## config.mk

```make
export PLATFORM = sky130hd
export DESIGN_NAME = axis_demux_pkt_flat
export DESIGN_NICKNAME = d
export VERILOG_FILES = /design/src/rtl/axis_demux_pkt_if.sv /design/src/rtl/axis_demux_pkt.sv /design/src/flat_wrapper.sv
export SDC_FILE = /design/constraint.sdc
export NUM_CORES = 1
export LEC_CHECK = 0
export CAP_MARGIN = 20
export CORE_UTILIZATION = 40
export CTS_CLUSTER_DIAMETER = 50
export DETAILED_ROUTE_END_ITERATION = 10
export GPL_ROUTABILITY_DRIVEN = 0
export GPL_TIMING_DRIVEN = 0
export PLACE_DENSITY = 0.68
export SLEW_MARGIN = 40
export SYNTH_ARGS = -nofsm -noshare
export SYNTH_HDL_FRONTEND = slang
export SYNTH_SLANG_ARGS = --single-unit
```

## constraint.sdc

```tcl
create_clock -name clk_i -period 3.3 [get_ports clk_i]
set_input_delay 0.99 -clock clk_i [delete_from_list [all_inputs] [get_ports clk_i]]
set_output_delay 0.99 -clock clk_i [all_outputs]
set_load 0.03 [all_outputs]
```

## src/rtl/axis_demux_pkt_if.sv

```systemverilog
// Stream bundle for the packet-aware demux: one slave stream in, PORT_NUM
// master streams out, plus the drop pulse and saturating drop counter.
interface axis_demux_pkt_if #(
  parameter int DATA_WIDTH = 8,
  parameter int PORT_NUM   = 4,
  parameter int CNT_WIDTH  = 16
);

  logic [PORT_NUM-1:0]            demux_ctrl_i;
  logic [DATA_WIDTH-1:0]          s_axi_dat_i;
  logic                           s_axi_lst_i;
  logic                           s_axi_vld_i;
  logic                           s_axi_rdy_o;
  logic [DATA_WIDTH*PORT_NUM-1:0] m_axi_dat_o;
  logic [PORT_NUM-1:0]            m_axi_lst_o;
  logic [PORT_NUM-1:0]            m_axi_vld_o;
  logic [PORT_NUM-1:0]            m_axi_rdy_i;
  logic                           drop_o;
  logic [CNT_WIDTH-1:0]           drop_cnt_o;

  // Demux side: consumes the slave stream and master readies.
  modport slave (
    input  demux_ctrl_i, s_axi_dat_i, s_axi_lst_i, s_axi_vld_i, m_axi_rdy_i,
    output s_axi_rdy_o, m_axi_dat_o, m_axi_lst_o, m_axi_vld_o, drop_o, drop_cnt_o
  );

  // Environment side: drives the slave stream and master readies.
  modport master (
    output demux_ctrl_i, s_axi_dat_i, s_axi_lst_i, s_axi_vld_i, m_axi_rdy_i,
    input  s_axi_rdy_o, m_axi_dat_o, m_axi_lst_o, m_axi_vld_o, drop_o, drop_cnt_o
  );

endinterface

```

## src/rtl/axis_demux_pkt.sv

```systemverilog
// Packet-aware registered 1-to-N AXI-stream demux.
// The route is latched on a packet's first beat and held until its last beat.
// Packets whose first-beat select is not one-hot are swallowed and counted.
// A main + skid buffer gives a registered s_axi_rdy_o at full throughput.
//
// state   | meaning
// --------+-----------------------------------------------------------
// ST_IDLE | waiting for a first beat; select is evaluated on accept
// ST_PASS | inside a legal packet; beats follow route_q
// ST_DROP | inside an illegal packet; beats are accepted and discarded
module axis_demux_pkt #(
  parameter int DATA_WIDTH = 8,
  parameter int PORT_NUM   = 4,
  parameter int CNT_WIDTH  = 16
) (
  input  logic              clk_i,
  input  logic              rst_i,
  axis_demux_pkt_if.slave   bus
);

  typedef enum logic [1:0] {
    ST_IDLE = 2'd0,
    ST_PASS = 2'd1,
    ST_DROP = 2'd2
  } state_t;

  localparam logic [CNT_WIDTH-1:0] CNT_ONE = 1;
  localparam logic [CNT_WIDTH-1:0] CNT_MAX = '1;

  state_t state_q;
  state_t state_d;

  logic [PORT_NUM-1:0]   route_q;

  logic                  main_vld;
  logic [DATA_WIDTH-1:0] main_dat;
  logic                  main_lst;
  logic [PORT_NUM-1:0]   main_route;

  logic                  skid_vld;
  logic [DATA_WIDTH-1:0] skid_dat;
  logic                  skid_lst;
  logic [PORT_NUM-1:0]   skid_route;

  logic                  drop_q;
  logic [CNT_WIDTH-1:0]  drop_cnt_q;

  logic                  s_rdy;
  logic                  acc;
  logic                  sel_legal;
  logic                  pop;

  logic                  wr_en;
  logic [PORT_NUM-1:0]   wr_route;
  logic                  drop_evt;

  // Ready only depends on the skid flop, never on downstream ready.
  assign s_rdy     = ~skid_vld;
  assign acc       = bus.s_axi_vld_i & s_rdy;
  assign sel_legal = $onehot(bus.demux_ctrl_i);
  assign pop       = main_vld & (|(main_route & bus.m_axi_rdy_i));

  // Packet state register.
  always_ff @(posedge clk_i or posedge rst_i) begin
    if (rst_i) begin
      state_q <= ST_IDLE;
    end else begin
      state_q <= state_d;
    end
  end

  // Next-state: first beat picks PASS/DROP unless it is also the last beat.
  always_comb begin
    state_d = state_q;
    case (state_q)
      ST_IDLE: begin
        if (acc && !bus.s_axi_lst_i) begin
          state_d = sel_legal ? ST_PASS : ST_DROP;
        end
      end
      ST_PASS, ST_DROP: begin
        if (acc && bus.s_axi_lst_i) begin
          state_d = ST_IDLE;
        end
      end
      default: state_d = ST_IDLE;
    endcase
  end

  // Per-beat decisions: write to buffer with which route, or flag a drop.
  always_comb begin
    wr_en    = 1'b0;
    wr_route = route_q;
    drop_evt = 1'b0;
    case (state_q)
      ST_IDLE: begin
        if (acc) begin
          if (sel_legal) begin
            wr_en    = 1'b1;
            wr_route = bus.demux_ctrl_i;
          end else begin
            drop_evt = 1'b1;
          end
        end
      end
      ST_PASS: begin
        wr_en = acc;
      end
      default: begin
        wr_en = 1'b0;
      end
    endcase
  end

  // Latch the route on the first beat of a legal packet.
  always_ff @(posedge clk_i or posedge rst_i) begin
    if (rst_i) begin
      route_q <= '0;
    end else if (state_q == ST_IDLE && acc && sel_legal) begin
      route_q <= bus.demux_ctrl_i;
    end
  end

  // Main/skid buffer. A write with a full skid cannot occur because ready
  // is low whenever skid holds a beat, so the skid-to-main refill never
  // collides with an incoming beat.
  always_ff @(posedge clk_i or posedge rst_i) begin
    if (rst_i) begin
      main_vld   <= 1'b0;
      main_dat   <= '0;
      main_lst   <= 1'b0;
      main_route <= '0;
      skid_vld   <= 1'b0;
      skid_dat   <= '0;
      skid_lst   <= 1'b0;
      skid_route <= '0;
    end else if (pop) begin
      if (skid_vld) begin
        main_vld   <= 1'b1;
        main_dat   <= skid_dat;
        main_lst   <= skid_lst;
        main_route <= skid_route;
        skid_vld   <= 1'b0;
      end else if (wr_en) begin
        main_vld   <= 1'b1;
        main_dat   <= bus.s_axi_dat_i;
        main_lst   <= bus.s_axi_lst_i;
        main_route <= wr_route;
      end else begin
        main_vld   <= 1'b0;
      end
    end else if (wr_en) begin
      if (!main_vld) begin
        main_vld   <= 1'b1;
        main_dat   <= bus.s_axi_dat_i;
        main_lst   <= bus.s_axi_lst_i;
        main_route <= wr_route;
      end else begin
        skid_vld   <= 1'b1;
        skid_dat   <= bus.s_axi_dat_i;
        skid_lst   <= bus.s_axi_lst_i;
        skid_route <= wr_route;
      end
    end
  end

  // Drop pulse one cycle after the illegal first beat; counter saturates.
  always_ff @(posedge clk_i or posedge rst_i) begin
    if (rst_i) begin
      drop_q     <= 1'b0;
      drop_cnt_q <= '0;
    end else begin
      drop_q <= drop_evt;
      if (drop_evt && drop_cnt_q != CNT_MAX) begin
        drop_cnt_q <= drop_cnt_q + CNT_ONE;
      end
    end
  end

  assign bus.s_axi_rdy_o = s_rdy;
  assign bus.m_axi_dat_o = {PORT_NUM{main_dat}};
  assign bus.m_axi_lst_o = {PORT_NUM{main_lst}};
  assign bus.m_axi_vld_o = main_vld ? main_route : '0;
  assign bus.drop_o      = drop_q;
  assign bus.drop_cnt_o  = drop_cnt_q;

endmodule

```

## src/flat_wrapper.sv

```systemverilog
// flat-port wrapper written by rule: the top's interface ports become plain ports
module axis_demux_pkt_flat 
#(
  parameter int DATA_WIDTH = 8,
  parameter int PORT_NUM   = 4,
  parameter int CNT_WIDTH  = 16
)
  (clk_i, rst_i, bus_demux_ctrl_i, bus_s_axi_dat_i, bus_s_axi_lst_i, bus_s_axi_vld_i, bus_m_axi_rdy_i, bus_s_axi_rdy_o, bus_m_axi_dat_o, bus_m_axi_lst_o, bus_m_axi_vld_o, bus_drop_o, bus_drop_cnt_o);
  axis_demux_pkt_if #(.DATA_WIDTH(DATA_WIDTH), .PORT_NUM(PORT_NUM), .CNT_WIDTH(CNT_WIDTH)) bus_i ();
  input  logic clk_i;
  input  logic rst_i;
  input wire logic [$bits(bus_i.demux_ctrl_i)-1:0] bus_demux_ctrl_i;
  input wire logic [$bits(bus_i.s_axi_dat_i)-1:0] bus_s_axi_dat_i;
  input wire logic [$bits(bus_i.s_axi_lst_i)-1:0] bus_s_axi_lst_i;
  input wire logic [$bits(bus_i.s_axi_vld_i)-1:0] bus_s_axi_vld_i;
  input wire logic [$bits(bus_i.m_axi_rdy_i)-1:0] bus_m_axi_rdy_i;
  output wire logic [$bits(bus_i.s_axi_rdy_o)-1:0] bus_s_axi_rdy_o;
  output wire logic [$bits(bus_i.m_axi_dat_o)-1:0] bus_m_axi_dat_o;
  output wire logic [$bits(bus_i.m_axi_lst_o)-1:0] bus_m_axi_lst_o;
  output wire logic [$bits(bus_i.m_axi_vld_o)-1:0] bus_m_axi_vld_o;
  output wire logic [$bits(bus_i.drop_o)-1:0] bus_drop_o;
  output wire logic [$bits(bus_i.drop_cnt_o)-1:0] bus_drop_cnt_o;
  assign bus_i.demux_ctrl_i = bus_demux_ctrl_i;
  assign bus_i.s_axi_dat_i = bus_s_axi_dat_i;
  assign bus_i.s_axi_lst_i = bus_s_axi_lst_i;
  assign bus_i.s_axi_vld_i = bus_s_axi_vld_i;
  assign bus_i.m_axi_rdy_i = bus_m_axi_rdy_i;
  assign bus_s_axi_rdy_o = bus_i.s_axi_rdy_o;
  assign bus_m_axi_dat_o = bus_i.m_axi_dat_o;
  assign bus_m_axi_lst_o = bus_i.m_axi_lst_o;
  assign bus_m_axi_vld_o = bus_i.m_axi_vld_o;
  assign bus_drop_o = bus_i.drop_o;
  assign bus_drop_cnt_o = bus_i.drop_cnt_o;
  axis_demux_pkt #(.DATA_WIDTH(DATA_WIDTH), .PORT_NUM(PORT_NUM), .CNT_WIDTH(CNT_WIDTH)) u_core (.clk_i(clk_i), .rst_i(rst_i), .bus(bus_i));
endmodule
```

==> results by group, run 1 <==
Run status
  – Run status: completed

Timing
  – Clock skew: 1.92 ps
  – Min Hold Slack: ~500 ps
  – Slew HR: approximately 78%
  – Min Tclk post-route: between 3000 and 4000 ps
  – Final Hold Vio Count: 0
  – TNS Setup: 0 ps
  – Fin crit share: 98.2%
  – Maximum clock rate: between 0.3 and 0.4 GHz
  – Fin. max-slew vios: 0
  – Setup-failing EPs final: 0
  – Unrepaired setup endpoints after global routing: no
  – Tightest Pin Transition: around 330 ps

GRT
  – GRT met3 Usage: about 3.4%
  – Gr usage total: 16.3%
  – Initial antenna violation count: 0
  – M2 GR Usage: between 20% and 30%
  – Largest net degree at the start of global routing: 28
  – Grt met1 use: 22.2%
  – GRT Max-Usage Layer: met2
  – GRT Residual Overflow: 0
  – Vias in the first global route: 1998
  – First-pass GRT wire length: 9540 um

Setup path
  – Type of origin of the critical path: input port
  – Critical Path RT: around 3500 ps
  – Max stage delay on crit path: around 480 ps
  – Crit. End Element: flop
  – Worst Path Arrival: ~3400 ps
  – CP cell instances: dlygate4sd2_1 -> ha_1 -> ha_2 -> fa_1 -> and4bb_4 -> buf_6 -> buf_8 -> a21boi_2 -> a311o_1 -> a32o_1
  – CP Max Fanout: 10
  – Setup CP Type: input port to flop
  – Critical Path Slowest Stage Cell: fa_1

Die
  – Site Rows: 30
  – Initial Utilization: about two fifths
  – Die Wd: approximately 87 um
  – Die extent in y: slightly below 90 um
  – Ports: between 70 and 80
  – Total core area: between 6000 and 7000 um2
  – Die area: about 7600 um2

Route
  – DR vias: ~2100
  – 1st-iter DRT viols: 74
  – Routed wire length: approximately 5700 um
  – Drt drc: 0
  – Routed len/inst: between 10 and 15 um
  – Detail Route Antenna Nets: 0
  – Vias per cell: roughly 5
  – 1st-pass router iterations: 4

Clocking
  – CTS tree: yes
  – Worst skew pair latency: 300 ps
  – Worst-path clk slew: ~90 ps
  – H-tree Lvls: 2
  – CTS buffer count: 5
  – Max Buffers Root-to-Sink: 2
  – CTS Root Cell: clkbuf_8
  – # clock sinks: 51
  – Post-CTS Hold Fix Bufs: 0

Synth
  – Synth top area share: ~44%
  – #FFs+latches synth: between 50 and 60
  – Post-synthesis cell type count: 49
  – Post-synthesis net count: roughly 270
  – Async S/R FF share, synth: 100%
  – Number of synthesized flops with an enable pin: 0
  – Mean Syn Cell Area: between 10 and 15 um2
  – Cells after synthesis: roughly 240
  – Area of the mapped netlist: 2900 um2
  – Sequential share of the synthesized area: 44.0%
  – Syn. warnings: 0
  – Main synth FF type: dfrtp_1
  – Synth area leader: dfrtp_1
  – Area contributors post-synth: dfrtp_1 44%, buf_4 7.8%, mux2_1 6.6%, mux2_4 4.7%, mux2_2 2.7%

Layout
  – Commonest non-fill, non-tap cell in the layout: clkdlybuf4s50_1
  – Layout net count: between 300 and 400
  – Non-Filler Instances: 430
  – Synth-to-Final Area Change: 35.4%
  – Layout cell share with drive strength beyond 1: 24.0%
  – Antenna cells: 0
  – Commonest cells after routing, fill and taps aside: 73 x clkdlybuf4s50_1, 51 x dfrtp_1, 33 x buf_4

Power and ir drop
  – Lkg Pwr: between 0.0015 and 0.002 uW
  – Final Power: 1070 uW
  – Power Density: approximately 270 nW/um2
  – VDD IR-drop max: roughly 0.00016 V

Placed design
  – HPWL after DPL: about 4400 um
  – Inst Count DP: 418
  – Port buffer count: between 70 and 80

Hold path
  – Worst hold path type: flop to flop

Run
  – Max cap viols: 0
-- critical path, delay by kind of cell --
| kind | cells | cell delay [ps] |
|---|---|---|
| compound gates | 3 | 590 |
| fa+ha+maj | 3 | 960 |
| buf+inv | 3 | 500 |
| simple gates | 1 | 380 |
-- cell families (layout without fill, tap and decap cells) --
logic type               after synthesis  after routing  synth area share (%)
adder cells (fa/ha/maj)                7              7                  3.28
multiplexers                          34             34                  14.3
AO/OA/AOI/OAI                         38             38                  11.6
buffers and inverters                 44            134                  10.7
flip-flops                            51             51                  44.0
AND/OR/NAND/NOR                       57             57                  12.1
XOR/XNOR                              13             13                  3.93
-- power by group --
group          leakage (uW)  internal, uW  switching (uW)
clock             0.0000422           149             197
sequential         0.000702           624               0
combinational       0.00108          55.1            47.0
total               0.00183           829             244
-- what timing repair did --
item                       CTS  global route
setup endpoints to repair   28            12
resized for setup            4             3
pin swaps                    3             3
gates cloned                 0             0
setup buffers                3             1
-- state kept, by name, summed over array words and instances (netlist names) --
register / count
u_core.bus.drop_cnt_o: 16
u_core.bus.drop_o: 1
u_core.main_dat: 8
u_core.main_lst: 1
u_core.main_route: 4
u_core.main_vld: 1
u_core.route_q: 4
u_core.skid_dat: 8
u_core.skid_lst: 1
u_core.skid_route: 4
u_core.skid_vld: 1
u_core.state_q: 2
-- worst paths after layout --
check	endpoint	start	slack (ps)	cells after the start
setup reg to reg	u_core.main_route[2]	u_core.state_q[0]	1360	8
max in group asynchronous	u_core.route_q[2]	rst_i	1850	3
setup / recovery	u_core.main_route[2]	bus_demux_ctrl_i[2]	60	10
hold reg to reg	u_core.skid_dat[3]	u_core.skid_dat[3]	490	1
hold / removal	u_core.skid_dat[3]	u_core.skid_dat[3]	490	1
min in group asynchronous	u_core.main_dat[0]	rst_i	1010	2
-- layer usage --
layer	up-vias	share of wire, %
met5	-	0
met3	7	4.2
met2	53	47
li1	1026	-
met1	1002	47
met4	0	1.5
-- synth_stat cells (3+ instances only) --
| master | number |
|---|---|
| mux2_1 | 17 |
| buf_2 | 3 |
| a21boi_0 | 3 |
| xnor2_1 | 5 |
| nand3_1 | 8 |
| a32o_1 | 4 |
| and4_1 | 3 |
| a311o_1 | 4 |
| o21ai_0 | 5 |
| mux2_4 | 9 |
| mux2_2 | 7 |
| inv_1 | 6 |
| nand4_1 | 4 |
| and2_1 | 8 |
| buf_4 | 30 |
| nor2_1 | 6 |
| dfrtp_1 | 51 |
| and3_1 | 6 |
| ha_1 | 6 |
| xor2_1 | 8 |
| a211oi_2 | 3 |
| a31o_1 | 4 |
| nand2b_1 | 3 |
| nand2_1 | 8 |
-- through the flow --
| stage | setup WS [ps] | area (um2) | utilization [%] |
|---|---|---|---|
| 4_1_cts | 11.6 | 3910 | 56.6 |
| 3_5_place_dp | -568 | 3810 | 55.2 |
| 3_3_place_gp | -559 | 3790 | 54.9 |
| 6_report | 59.3 | 3930 | 56.9 |
| 5_1_grt | 14.2 | 3930 | 56.9 |
| 2_1_floorplan | 115 | 2900 | - |
-- final cells by class --
cell class	instances	area (um2)
Buffer	37	285
Clock buffer	7	76.3
Clock inverter	1	5.00
Fill cell	601	2980
Inverter	7	28.8
Multi-Input combinational cell	149	1320
Sequential cell	51	1280
Tap cell	96	120
Timing Repair Buffer	82	821
(Power assumes the default switching activity.)
==> run 2: changes to the inputs <==
- RECOVER_POWER: not set -> 25
==> results by group, run 2 (synthesis results as in run 1) <==
Die
  – Die Wd: ~87 um
  – Die area: ~7600 um2
  – Die extent in y: between 80 and 90 um
  – Total core area: about 6900 um2
  – Site Rows: 30
  – Initial Utilization: 42.0%
  – Ports: 78

Route
  – Routed len/inst: ~13 um
  – 1st-pass router iterations: 4
  – Drt drc: 0
  – DR vias: approximately 2100
  – Routed wire length: about 5700 um
  – 1st-iter DRT viols: between 70 and 80
  – Vias per cell: ~4.9
  – Detail Route Antenna Nets: 0

Timing
  – Final Hold Vio Count: 0
  – Fin. max-slew vios: 0
  – Maximum clock rate: slightly above 0.3 GHz
  – Slew HR: 26.5%
  – Min Tclk post-route: between 3000 and 4000 ps
  – Unrepaired setup endpoints after global routing: no
  – Setup WS post-layout: between 50 and 60 ps
  – Setup-failing EPs final: 0
  – Tightest Pin Transition: around 1100 ps
  – Clock skew: 1.95 ps
  – Fin crit share: 98.2%

Setup path
  – Critical Path RT: ~3500 ps
  – CP Max Fanout: 10
  – Setup CP Type: input port to flop
  – Crit. End Element: flop
  – Type of origin of the critical path: input port
  – Worst Path Arrival: 3440 ps
  – R2R cell count: 8

Clocking
  – CTS Root Cell: clkbuf_8
  – Max Buffers Root-to-Sink: 2
  – Worst-path clk slew: 90 ps
  – Post-CTS Hold Fix Bufs: 0
  – Worst skew pair latency: 300 ps
  – CTS tree: yes
  – H-tree Lvls: 2
  – CTS buffer count: 5
  – # clock sinks: 51

GRT
  – Largest net degree at the start of global routing: 28
  – Gr usage total: 16.3%
  – Initial antenna violation count: 0
  – First-pass GRT wire length: 9540 um
  – Vias in the first global route: approximately 2000
  – GRT Residual Overflow: 0

Run
  – Max cap viols: 0

Layout
  – Antenna cells: 0
  – Synth-to-Final Area Change: 34.9%
  – Layout cell share with drive strength beyond 1: 24.0%
  – Commonest cells after routing, fill and taps aside: 72 x clkdlybuf4s50_1, 51 x dfrtp_1, 33 x buf_4
  – Layout net count: 360
  – Max reg flops: 16
  – Final core occ: about 57%
  – Commonest non-fill, non-tap cell in the layout: clkdlybuf4s50_1

Placed design
  – HPWL after DPL: 4350 um
  – Setup WS pre-CTS: -568 ps
  – Port buffer count: 77

Power and ir drop
  – Lkg Pwr: about 0.0018 uW
  – Power Density: between 200 and 300 nW/um2
  – VDD IR-drop max: approximately 0.00016 V

Hold path
  – Hold path depth: 1
  – Worst hold path type: flop to flop

Run status
  – Run status: completed
run 2: path summary, 6_finish.rpt:
| check | startpoint | endpoint | slack, ps |
|---|---|---|---|
| setup reg to reg | u_core.state_q[0] | u_core.main_route[2] | 1360 |
| max in group asynchronous | rst_i | u_core.route_q[2] | 780 |
| hold reg to reg | u_core.skid_dat[3] | u_core.skid_dat[3] | 490 |
| min in group asynchronous | rst_i | u_core.main_dat[0] | 1350 |
| setup / recovery | bus_demux_ctrl_i[2] | u_core.main_route[2] | 60 |
| hold / removal | u_core.skid_dat[3] | u_core.skid_dat[3] | 490 |
run 2: where the power goes:
group / leakage, uW / switching, uW / internal [uW]
logic: 0.00107 / 46.5 / 52.7
registers: 0.000702 / 0 / 624
clock network: 0.0000422 / 197 / 149
total: 0.00182 / 244 / 826
run 2: cell type report:
type                            instances  area (um2)
Tap cell                               96         120
Clock buffer                            7        76.3
Fill cell                             604        3000
Sequential cell                        51        1280
Clock inverter                          1        5.00
Inverter                                7        27.5
Buffer                                 37         285
Multi-Input combinational cell        149        1320
Timing Repair Buffer                   82         806
run 2: layer usage:
metal	global-route usage [%]	part of all wire, %	up-vias
met2	25.6	47	53
li1	-	-	1025
met4	6.26	1.5	0
met5	0	0	-
met1	22.2	47	1005
met3	3.41	4.2	7
run 2: worst max-delay path: stages:
cell and delay, ps:
dlygate4sd2_1 270, ha_1 300, ha_2 180, fa_1 480, and4bb_4 380, buf_6 120, buf_8 110, a21boi_2 60
a311o_1 280, a32o_1 250
run 2: through the flow:
| stage | hold slack (ps) | total power [uW] | setup TNS (ps) | instance area, um2 | cells |
|---|---|---|---|---|---|
| 2_1_floorplan | 452 | 691 | 0 | 2900 | 244 |
| 3_3_place_gp | 463 | 728 | -15820 | 3790 | 417 |
| 3_5_place_dp | 473 | 732 | -16550 | 3810 | 418 |
| 4_1_cts | 494 | 1080 | 0 | 3910 | 429 |
| 5_1_grt | 512 | 1130 | 0 | 3910 | 430 |
| 6_report | 488 | 1070 | 0 | 3910 | 430 |
run 2: timing repair:
action	CTS	global route
endpoints found under the setup margin	28	12
pin swaps	3	3
buffers inserted	3	1
resized for setup	4	3
==> variant, RTL diff (flow settings as in run 1) <==
`CNT_WIDTH` is set to 16 in 3 places; all go to 14.
--- a/src/rtl/axis_demux_pkt_if.sv
+++ b/src/rtl/axis_demux_pkt_if.sv
@@ -3,7 +3,7 @@
 interface axis_demux_pkt_if #(
   parameter int DATA_WIDTH = 8,
   parameter int PORT_NUM   = 4,
-  parameter int CNT_WIDTH  = 16
+  parameter int CNT_WIDTH  = 14
 );
 
   logic [PORT_NUM-1:0]            demux_ctrl_i;
--- a/src/rtl/axis_demux_pkt.sv
+++ b/src/rtl/axis_demux_pkt.sv
@@ -11,7 +11,7 @@
 module axis_demux_pkt #(
   parameter int DATA_WIDTH = 8,
   parameter int PORT_NUM   = 4,
-  parameter int CNT_WIDTH  = 16
+  parameter int CNT_WIDTH  = 14
 ) (
   input  logic              clk_i,
   input  logic              rst_i,
--- a/src/flat_wrapper.sv
+++ b/src/flat_wrapper.sv
@@ -3,7 +3,7 @@
 #(
   parameter int DATA_WIDTH = 8,
   parameter int PORT_NUM   = 4,
-  parameter int CNT_WIDTH  = 16
+  parameter int CNT_WIDTH  = 14
 )
   (clk_i, rst_i, bus_demux_ctrl_i, bus_s_axi_dat_i, bus_s_axi_lst_i, bus_s_axi_vld_i, bus_m_axi_rdy_i, bus_s_axi_rdy_o, bus_m_axi_dat_o, bus_m_axi_lst_o, bus_m_axi_vld_o, bus_drop_o, bus_drop_cnt_o);
   axis_demux_pkt_if #(.DATA_WIDTH(DATA_WIDTH), .PORT_NUM(PORT_NUM), .CNT_WIDTH(CNT_WIDTH)) bus_i ();
Ports: changed (resized bus_drop_cnt_o); port bits go from 78 to 76. No check against the original RTL was run, so the function may have changed too.
==> variant against run 1 <==
- worst hold slack barely moved
- non-clock buffer count down 4
- final area down 2.8%
- worst setup slack better by 0.019 ns
- register-to-register slack worse by 0.06 ns
- die area shrank 3.7%
- clock skew increased by 0.0064 ns
- final cell count down 5.6%
- synthesized area down 3.8%
- global-route usage increased by 0.17 points
- wire length is 2.2% higher
- sequential cell count decreased by 2
Power is left out: it rests on default switching activity, and per cell area and clock period it moved more than threefold.
==> variant: results (changes against run 1) <==
First-pass GRT wire length -> 9400 um (-1.4%)
R2R setup slack -> 1.30 ns (-0.06 ns)
Min-delay src -> u_core.state_q[1]
Dpl cell area -> 0.00366 mm^2 (-3.9%)
Net count, final -> 352 (-2.2%)
Syn Nets -> 265 (-2.2%)
Total routed wirelength -> 5820 um (+2.2%)
Clock transition at the registers of the reported paths -> 0.10 ns
Syn avg cell area -> 11.7 um^2 (-1.3%)
Placed cells -> 394 (-5.7%)
Reg2reg end -> u_core.main_dat[6]
Critical Path AT -> 3.43 ns (about the same)
Vias/cell -> 5.04 (+3.9%)
Bufs on Longest Clock Path -> 2 (unchanged)
Worst skew pair latency -> 0.31 ns
Hpwl dp -> 4400 um (+1.1%)
Hold depth -> 2 (+1)
Largest net degree at the start of global routing -> 40 (+43%)
DR vias -> 2048 (-1.9%)
Cell variety after synth -> 47 (-4.1%)
Max Clock Skew -> 0.00836 ns (+0.00644 ns)
Crit-path max cell delay -> 0.47 ns
Post-route DRC violation count -> 0 (unchanged)
Commonest cells in the synthesized netlist -> 49 x dfrtp_1, 29 x buf_4, 25 x mux2_2, 10 x mux2_4, 10 x nand2_1
Total Routing Usage GR -> 16.5% (+0.17 points)
Most area-consuming cells after synthesis -> dfrtp_1 44%, mux2_2 10%, buf_4 7.8%
Num CTS Buffers -> 5 (unchanged)
FFs w/ async S/R, synth -> 100% (unchanged)
Area leader, netlist -> dfrtp_1
Hold WC Path Type -> register to register
Highest-delay cell along the critical path -> fa_1
Worst Path Max Fanout -> 5 (-5)
Worst Tran Pin Value -> 0.443 ns (+0.109 ns)
Period utilization -> 97.6% (-0.57 points)
Initial antenna violation count -> 0 (unchanged)
Sequential area share after synthesis -> 43.9% (-0.077 points)
DRT iter0 DRCs -> 105 (+42%)
Number of flip-flops in the largest register -> 14 (-2)
RR Startpoint -> u_core.state_q[1]
# port buffers -> 75 (-2.6%)
Worst Hold End -> u_core.state_q[1]
Layout cell share with drive strength beyond 1 -> 30.4% (+6.4 points)
Yosys Warn Count -> 0 (unchanged)
Initial DRT Pass Iterations -> 4 (unchanged)
Dpl ws -> -0.547 ns (+0.0207 ns)
Number of global-route vias before repair -> 1935 (-3.2%)
Worst R2R Path Depth -> 7 (-1)
Status -> finished, final reports clean
[variant: critical path: cells and delay by family]
family	cells	cell delay, ns
adders and majority gates	3	0.95
buffers and inverters	2	0.43
and+or+nand+nor	1	0.37
AOI/OAI and AO/OA	2	0.35
muxes	1	0.33
[variant: how the worst max path moves through the flow]
stage | from | end | cells past startpoint
floorplan | bus_demux_ctrl_i[0] | u_core.main_dat[2] | 8
global placement | bus_demux_ctrl_i[0] | u_core.main_dat[3] | 9
detailed placement | bus_demux_ctrl_i[0] | u_core.main_dat[6] | 9
CTS | bus_demux_ctrl_i[0] | u_core.main_dat[6] | 9
global route | bus_demux_ctrl_i[1] | u_core.main_dat[4] | 9
finish | bus_demux_ctrl_i[1] | u_core.main_dat[6] | 9
[variant: what timing repair did]
action,in CTS,in global routing
resized for setup,8,3
setup endpoints to repair,21,15
cloned,1,0
setup buffers,2,1
pin swaps,2,6
[variant: per-stage QoR]
step	TNS (ns)	hold WS [ns]
2_1_floorplan	0	0.450
6_report	0	0.488
3_3_place_gp	-12.85	0.468
3_5_place_dp	-13.43	0.474
4_1_cts	0	0.495
5_1_grt	-0.0209	0.531
[variant: area by class of cell]
cell class | instances | area (um^2)
buffer | 35 | 275
sequential | 49 | 1230
fill | 581 | 2940
clock buffer | 5 | 68.8
multi-input combinational | 145 | 1270
tap | 80 | 100
clock inverter | 3 | 22.5
inverter | 9 | 36.3
timing repair buffer | 80 | 817
[variant: cells by family (layout without fill, tap and decap cells)]
family	Yosys count	after routing	synth area share, %
AND/OR/NAND/NOR	52	52	11.1
buffers and inverters	44	132	10.9
multiplexers	37	37	16.2
XOR/XNOR	10	10	3.14
AO/OA/AOI/OAI	39	39	11.2
flip-flops	49	49	43.9
adder cells (fa/ha/maj)	7	7	3.41
[variant: metal layers]
layer | share of wire [%] | GRT usage (%)
met1 | 45 | 21.8
met2 | 50 | 27.3
met3 | 3.2 | 3.18
met4 | 1.4 | 5.45
met5 | 0 | 0
